==> config.mk <==
export PLATFORM = sky130hd
export DESIGN_NAME = branch_resolve
export DESIGN_NICKNAME = d
export VERILOG_FILES = /design/src/rtl/branch_resolve.sv
export SDC_FILE = /design/constraint.sdc
export NUM_CORES = 1
export LEC_CHECK = 0
export ABC_CLOCK_PERIOD_IN_PS = 4750
export BUFFER_PORTS_ARGS = -buffer_cell sky130_fd_sc_hd__buf_2
export CORE_ASPECT_RATIO = 0.9
export CORE_MARGIN = 8
export CORE_UTILIZATION = 40
export CTS_BUF_LIST = sky130_fd_sc_hd__clkbuf_16
export CTS_CLUSTER_DIAMETER = 200
export DETAILED_ROUTE_END_ITERATION = 6
export SLEW_MARGIN = 40
export SYNTH_ARGS = -nofsm -noshare
export SYNTH_HDL_FRONTEND = slang
export SYNTH_SLANG_ARGS = --single-unit
export TNS_END_PERCENT = 50
==> constraint.sdc <==
create_clock -name clk -period 4.75 [get_ports clk]
set_clock_uncertainty 0.1 [all_clocks]
set_input_delay 1.1875 -clock clk [delete_from_list [all_inputs] [get_ports clk]]
set_output_delay 1.1875 -clock clk [all_outputs]
set_load 0.1 [all_outputs]
==> src/rtl/branch_resolve.sv <==
// EX-stage branch resolution: computes the real next PC and compares it with the
// fetch prediction. On a mispredict it issues a one-shot redirect and flushes the front end.
//   state    | meaning
//   IDLE     | evaluating EX control transfers
//   REDIRECT | redirect_pc presented to fetch, held while stalled
//   DRAIN    | one extra flush cycle for the wrong-path instruction now in EX
module branch_resolve (
  input  logic        clk,
  input  logic        rst_n,
  input  logic        ex_valid,
  input  logic [6:0]  ex_opcode,
  input  logic [2:0]  ex_funct3,
  input  logic [31:0] ex_pc,
  input  logic [31:0] ex_imm,
  input  logic [31:0] ex_rs1,
  input  logic [31:0] ex_rs2,
  input  logic [31:0] ex_pred_pc,
  input  logic        stall,
  output logic        redirect_valid,
  output logic [31:0] redirect_pc,
  output logic        flush,
  output logic [31:0] br_count,
  output logic [31:0] mispred_count
);

  localparam logic [6:0] OP_B_TYPE = 7'b1100011;
  localparam logic [6:0] OP_J_JAL  = 7'b1101111;
  localparam logic [6:0] OP_I_JALR = 7'b1100111;

  localparam logic [1:0] IDLE     = 2'd0;
  localparam logic [1:0] REDIRECT = 2'd1;
  localparam logic [1:0] DRAIN    = 2'd2;

  localparam logic [31:0] CNT_MAX = 32'hFFFF_FFFF;

  logic [1:0]  state_q, state_d;
  logic [31:0] rpc_q, rpc_d;
  logic [31:0] br_q, br_d;
  logic [31:0] mis_q, mis_d;

  logic        is_branch, is_jal, is_jalr, is_ctrl;
  logic        br_taken;
  logic [31:0] pc_rel_tgt, jalr_tgt, seq_pc, actual_pc;
  logic        accept, mispredict;

  assign is_branch = (ex_opcode == OP_B_TYPE);
  assign is_jal    = (ex_opcode == OP_J_JAL);
  assign is_jalr   = (ex_opcode == OP_I_JALR);
  assign is_ctrl   = is_branch | is_jal | is_jalr;

  always_comb begin
    br_taken = 1'b0;
    unique case (ex_funct3)
      3'b000:  br_taken = (ex_rs1 == ex_rs2);
      3'b001:  br_taken = (ex_rs1 != ex_rs2);
      3'b100:  br_taken = ($signed(ex_rs1) <  $signed(ex_rs2));
      3'b101:  br_taken = ($signed(ex_rs1) >= $signed(ex_rs2));
      3'b110:  br_taken = (ex_rs1 <  ex_rs2);
      3'b111:  br_taken = (ex_rs1 >= ex_rs2);
      default: br_taken = 1'b0;
    endcase
  end

  // All adders wrap modulo 2^32 by construction of the 32-bit result width.
  assign pc_rel_tgt = ex_pc + ex_imm;
  assign jalr_tgt   = (ex_rs1 + ex_imm) & 32'hFFFF_FFFE;
  assign seq_pc     = ex_pc + 32'd4;

  always_comb begin
    actual_pc = seq_pc;
    if (is_jalr) begin
      actual_pc = jalr_tgt;
    end else if (is_jal || (is_branch && br_taken)) begin
      actual_pc = pc_rel_tgt;
    end
  end

  assign accept     = (state_q == IDLE) && ex_valid && !stall && is_ctrl;
  assign mispredict = accept && (actual_pc != ex_pred_pc);

  always_comb begin
    state_d = state_q;
    rpc_d   = rpc_q;
    unique case (state_q)
      IDLE: begin
        if (mispredict) begin
          state_d = REDIRECT;
          rpc_d   = actual_pc;
        end
      end
      REDIRECT: begin
        if (!stall) begin
          state_d = DRAIN;
        end
      end
      DRAIN:   state_d = IDLE;
      default: state_d = IDLE;
    endcase
  end

  always_comb begin
    br_d  = br_q;
    mis_d = mis_q;
    if (accept && (br_q != CNT_MAX)) begin
      br_d = br_q + 32'd1;
    end
    if (mispredict && (mis_q != CNT_MAX)) begin
      mis_d = mis_q + 32'd1;
    end
  end

  always_ff @(posedge clk or negedge rst_n) begin
    if (!rst_n) begin
      state_q <= IDLE;
      rpc_q   <= 32'd0;
      br_q    <= 32'd0;
      mis_q   <= 32'd0;
    end else begin
      state_q <= state_d;
      rpc_q   <= rpc_d;
      br_q    <= br_d;
      mis_q   <= mis_d;
    end
  end

  assign redirect_valid = (state_q == REDIRECT);
  assign flush          = (state_q == REDIRECT) || (state_q == DRAIN);
  assign redirect_pc    = rpc_q;
  assign br_count       = br_q;
  assign mispred_count  = mis_q;

endmodule

==> metrics.txt <==
crit start category=input port; status=finished, violations left; top cell type's share of synthesized area=21.2%; compound-cell area share of the yosys netlist=23.1%; worst skew pair latency=0.34 ns; DR pass1 iterations=6; die height=177 µm; Synth area leaders=dfrtp_1 (21%), ha_1 (11%), xnor2_1 (6.6%); Wirelength per Cell=20.1 µm; Detailed Route WL=51,400 µm; Seq cells post-synth=98; PnR worst setup slack=-0.665 ns; initial antenna violation count=11; number of max-cap violations=0; Worst setup EP type=flop; critical path peak fanout=5; post-synthesis mux area share=3.67%; clk root buf=clkbuf_16; Fin. Hold Viols=0; Cell Rows=59; Post-DRT Antenna Nets=0; H-tree level count=3; Post-synth top flop=dfrtp_1; min cycle time layout=5.42 ns; count leader, synth=nand2_1; Remaining Overflow, GRT=0; Syn Std Cell Area=11,600 µm²; Worst Path Required=4.88 ns; largest family of logic cells by synthesized area=simple AND/OR/NAND/NOR gates; ys async rst share=100%; area share of fa/ha/maj cells after synthesis=11.0%; GRT Util Overall=28.2%; violated checks=negative setup slack; Hold WC Path Type=reg2reg; synth-to-layout area growth=62.0%; Die X=195 µm; clock transition at the registers of the reported paths=0.07 ns; area of the die=34,700 µm²; DR vias=14,300; largest net degree at the start of global routing=78; post-route cell area=18,800 µm²; I/O pin cnt=272; total clock buffers created by CTS=9; Arr. time, crit path=5.54 ns; Longest Clk Path Bufs=2; post-synthesis sequential area ratio=21.2%; clock sinks=98; Synth Area in Simple Gates=23.5%; share of cells above drive strength 1=44.8%; vias per cell=5.57; vias in the first global route=14,100; Cells after Synth=1,459; synth warn=0; Core Area=28,700 µm²; fin nets=2,462; hold slack=0.387 ns; Cell Area, Placed=16,900 µm²; pwr dens=215 nW/µm²; worst slew pin tran=0.748 ns; CTS tree=done; RSZ-0062 raised after global routing=yes; hold_buf cts=0; first-pass GRT wire length=77,900 µm; Port-buffer cells=271; EDFF count, synth=0; leading area contributor after synthesis=dfrtp_1; critical path type=in2reg; max_slew headroom=50.0%; dpl hpwl=42,500 µm; syn_nets=1,734; Pleak=0.00930 µW; Setup violations, final=66; Final Cycle Share=114%; Initial Utilization=40.4%; post-synthesis xor/xnor area fraction=13.1%; worst vdd ir=237 µV; most frequent cells after synthesis=nand2_1 (141), nor2_1 (118), a21oi_1 (113), ha_1 (99), dfrtp_1 (98); routability cong.=0.995; Avg Cell Area, Syn=7.94 µm²; DR iter-0 viols=1,225; DR DRC count=0; post-synth cell types=95; Max Clock Freq=185 MHz; max-slew violation count=0
==> sequential cells by signal, summed over array words and instances (netlist names) <==
signal	cells
br_count	32
mispred_count	32
redirect_pc	32
state_q	2
==> through the flow <==
| step | util, % | instances | TNS [ns] | setup slack (ns) | total power (µW) |
|---|---|---|---|---|---|
| 6_report | 65.4 | 2562 | -38.30 | -0.665 | 4030 |
| 5_1_grt | 65.4 | 2561 | -44.96 | -0.764 | 4230 |
| 4_1_cts | 62.8 | 2540 | -31.30 | -0.561 | 3950 |
| 3_5_place_dp | 58.9 | 2490 | -66.55 | -1.10 | 3190 |
| 3_3_place_gp | 58.9 | 2490 | -60.87 | -1.01 | 3170 |
| 2_1_floorplan | - | 1459 | -9.63 | -0.268 | 2260 |
==> logic make-up (layout without fill, tap and decap cells) <==
family / Yosys count / after routing
flip-flops: 98 / 98
AND/OR/NAND/NOR: 544 / 544
other: 0 / 5
multiplexers: 35 / 35
XOR/XNOR: 168 / 168
buffers and inverters: 122 / 854
adder cells (fa/ha/maj): 101 / 101
AO/OA/AOI/OAI: 391 / 391
==> layer usage <==
metal,global-route usage [%],routed length [µm],vias up
met5,0,80,-
met4,8.33,1530,14
met3,5.59,4090,98
met2,45.2,23400,575
met1,38.0,22300,6730
li1,-,-,6864
==> placed cells by master, fill, tap and decap left out, drive strengths merged, types with 18 or more instances in the layout <==
| cell | n |
|---|---|
| buf | 765 |
| nand2 | 141 |
| nor2 | 118 |
| a21oi | 113 |
| ha | 99 |
| dfrtp | 98 |
| xnor2 | 87 |
| xor2 | 78 |
| inv | 76 |
| nand3 | 64 |
| o21ai | 58 |
| nor3 | 56 |
| nand4 | 37 |
| and3 | 29 |
| a21o | 23 |
| a211oi | 22 |
| mux2 | 21 |
| a31oi | 19 |
| nor4 | 19 |
| o211ai | 18 |
==> power by group <==
part | switching (µW) | internal, µW
Combinational | 1450 | 952
Sequential | 50.5 | 897
Clock | 325 | 360
==> layout make-up <==
type | instances | area, µm²
inverter | 73 | 302
sequential | 98 | 2450
clock inverter | 6 | 51.3
tap | 366 | 458
clock buffer | 9 | 225
fill | 2475 | 9940
timing repair buffer | 766 | 5560
multi-input combinational | 1239 | 9710
antenna | 5 | 12.5
==> final timing paths <==
kind / start / end / slack [ns] / cells past startpoint
max reg2reg: mispred_count[7]$_DFFE_PN0P_ / mispred_count[27]$_DFFE_PN0P_ / 1.49 / 11
min: mispred_count[11]$_DFFE_PN0P_ / mispred_count[11]$_DFFE_PN0P_ / 0.39 / 1
max: ex_rs2[31] / mispred_count[1]$_DFFE_PN0P_ / -0.67 / 23
max in group asynchronous: rst_n / mispred_count[2]$_DFFE_PN0P_ / 3.00 / 2
min reg2reg: mispred_count[11]$_DFFE_PN0P_ / mispred_count[11]$_DFFE_PN0P_ / 0.39 / 1
min in group asynchronous: rst_n / br_count[14]$_DFFE_PN0P_ / 0.77 / 1
==> worst max-delay path: stages <==
cell and delay [ns]:
buf_2 0.08, inv_1 0.05, ha_4 0.28, nand4_4 0.19, nor4_4 0.37, buf_4 0.19, a41oi_2 0.13, and4b_2 0.28
o31ai_4 0.07, buf_4 0.16, o211ai_4 0.09, buf_6 0.15, buf_4 0.13, buf_6 0.11, buf_6 0.12, a221oi_4 0.26
nand4_1 0.14, a2111o_1 0.42, nor4_4 0.32, a311o_2 0.25, buf_6 0.12, buf_6 0.12, mux2_4 0.29
==> repair_timing <==
item / CTS / global route
setup buffers: 29 / 17
endpoints found under the setup margin: 66 / 66
pin swaps: 36 / 56
gates resized for setup: 112 / 126
gates cloned: 7 / 1
No activity file was read; power rests on OpenSTA's default activity.
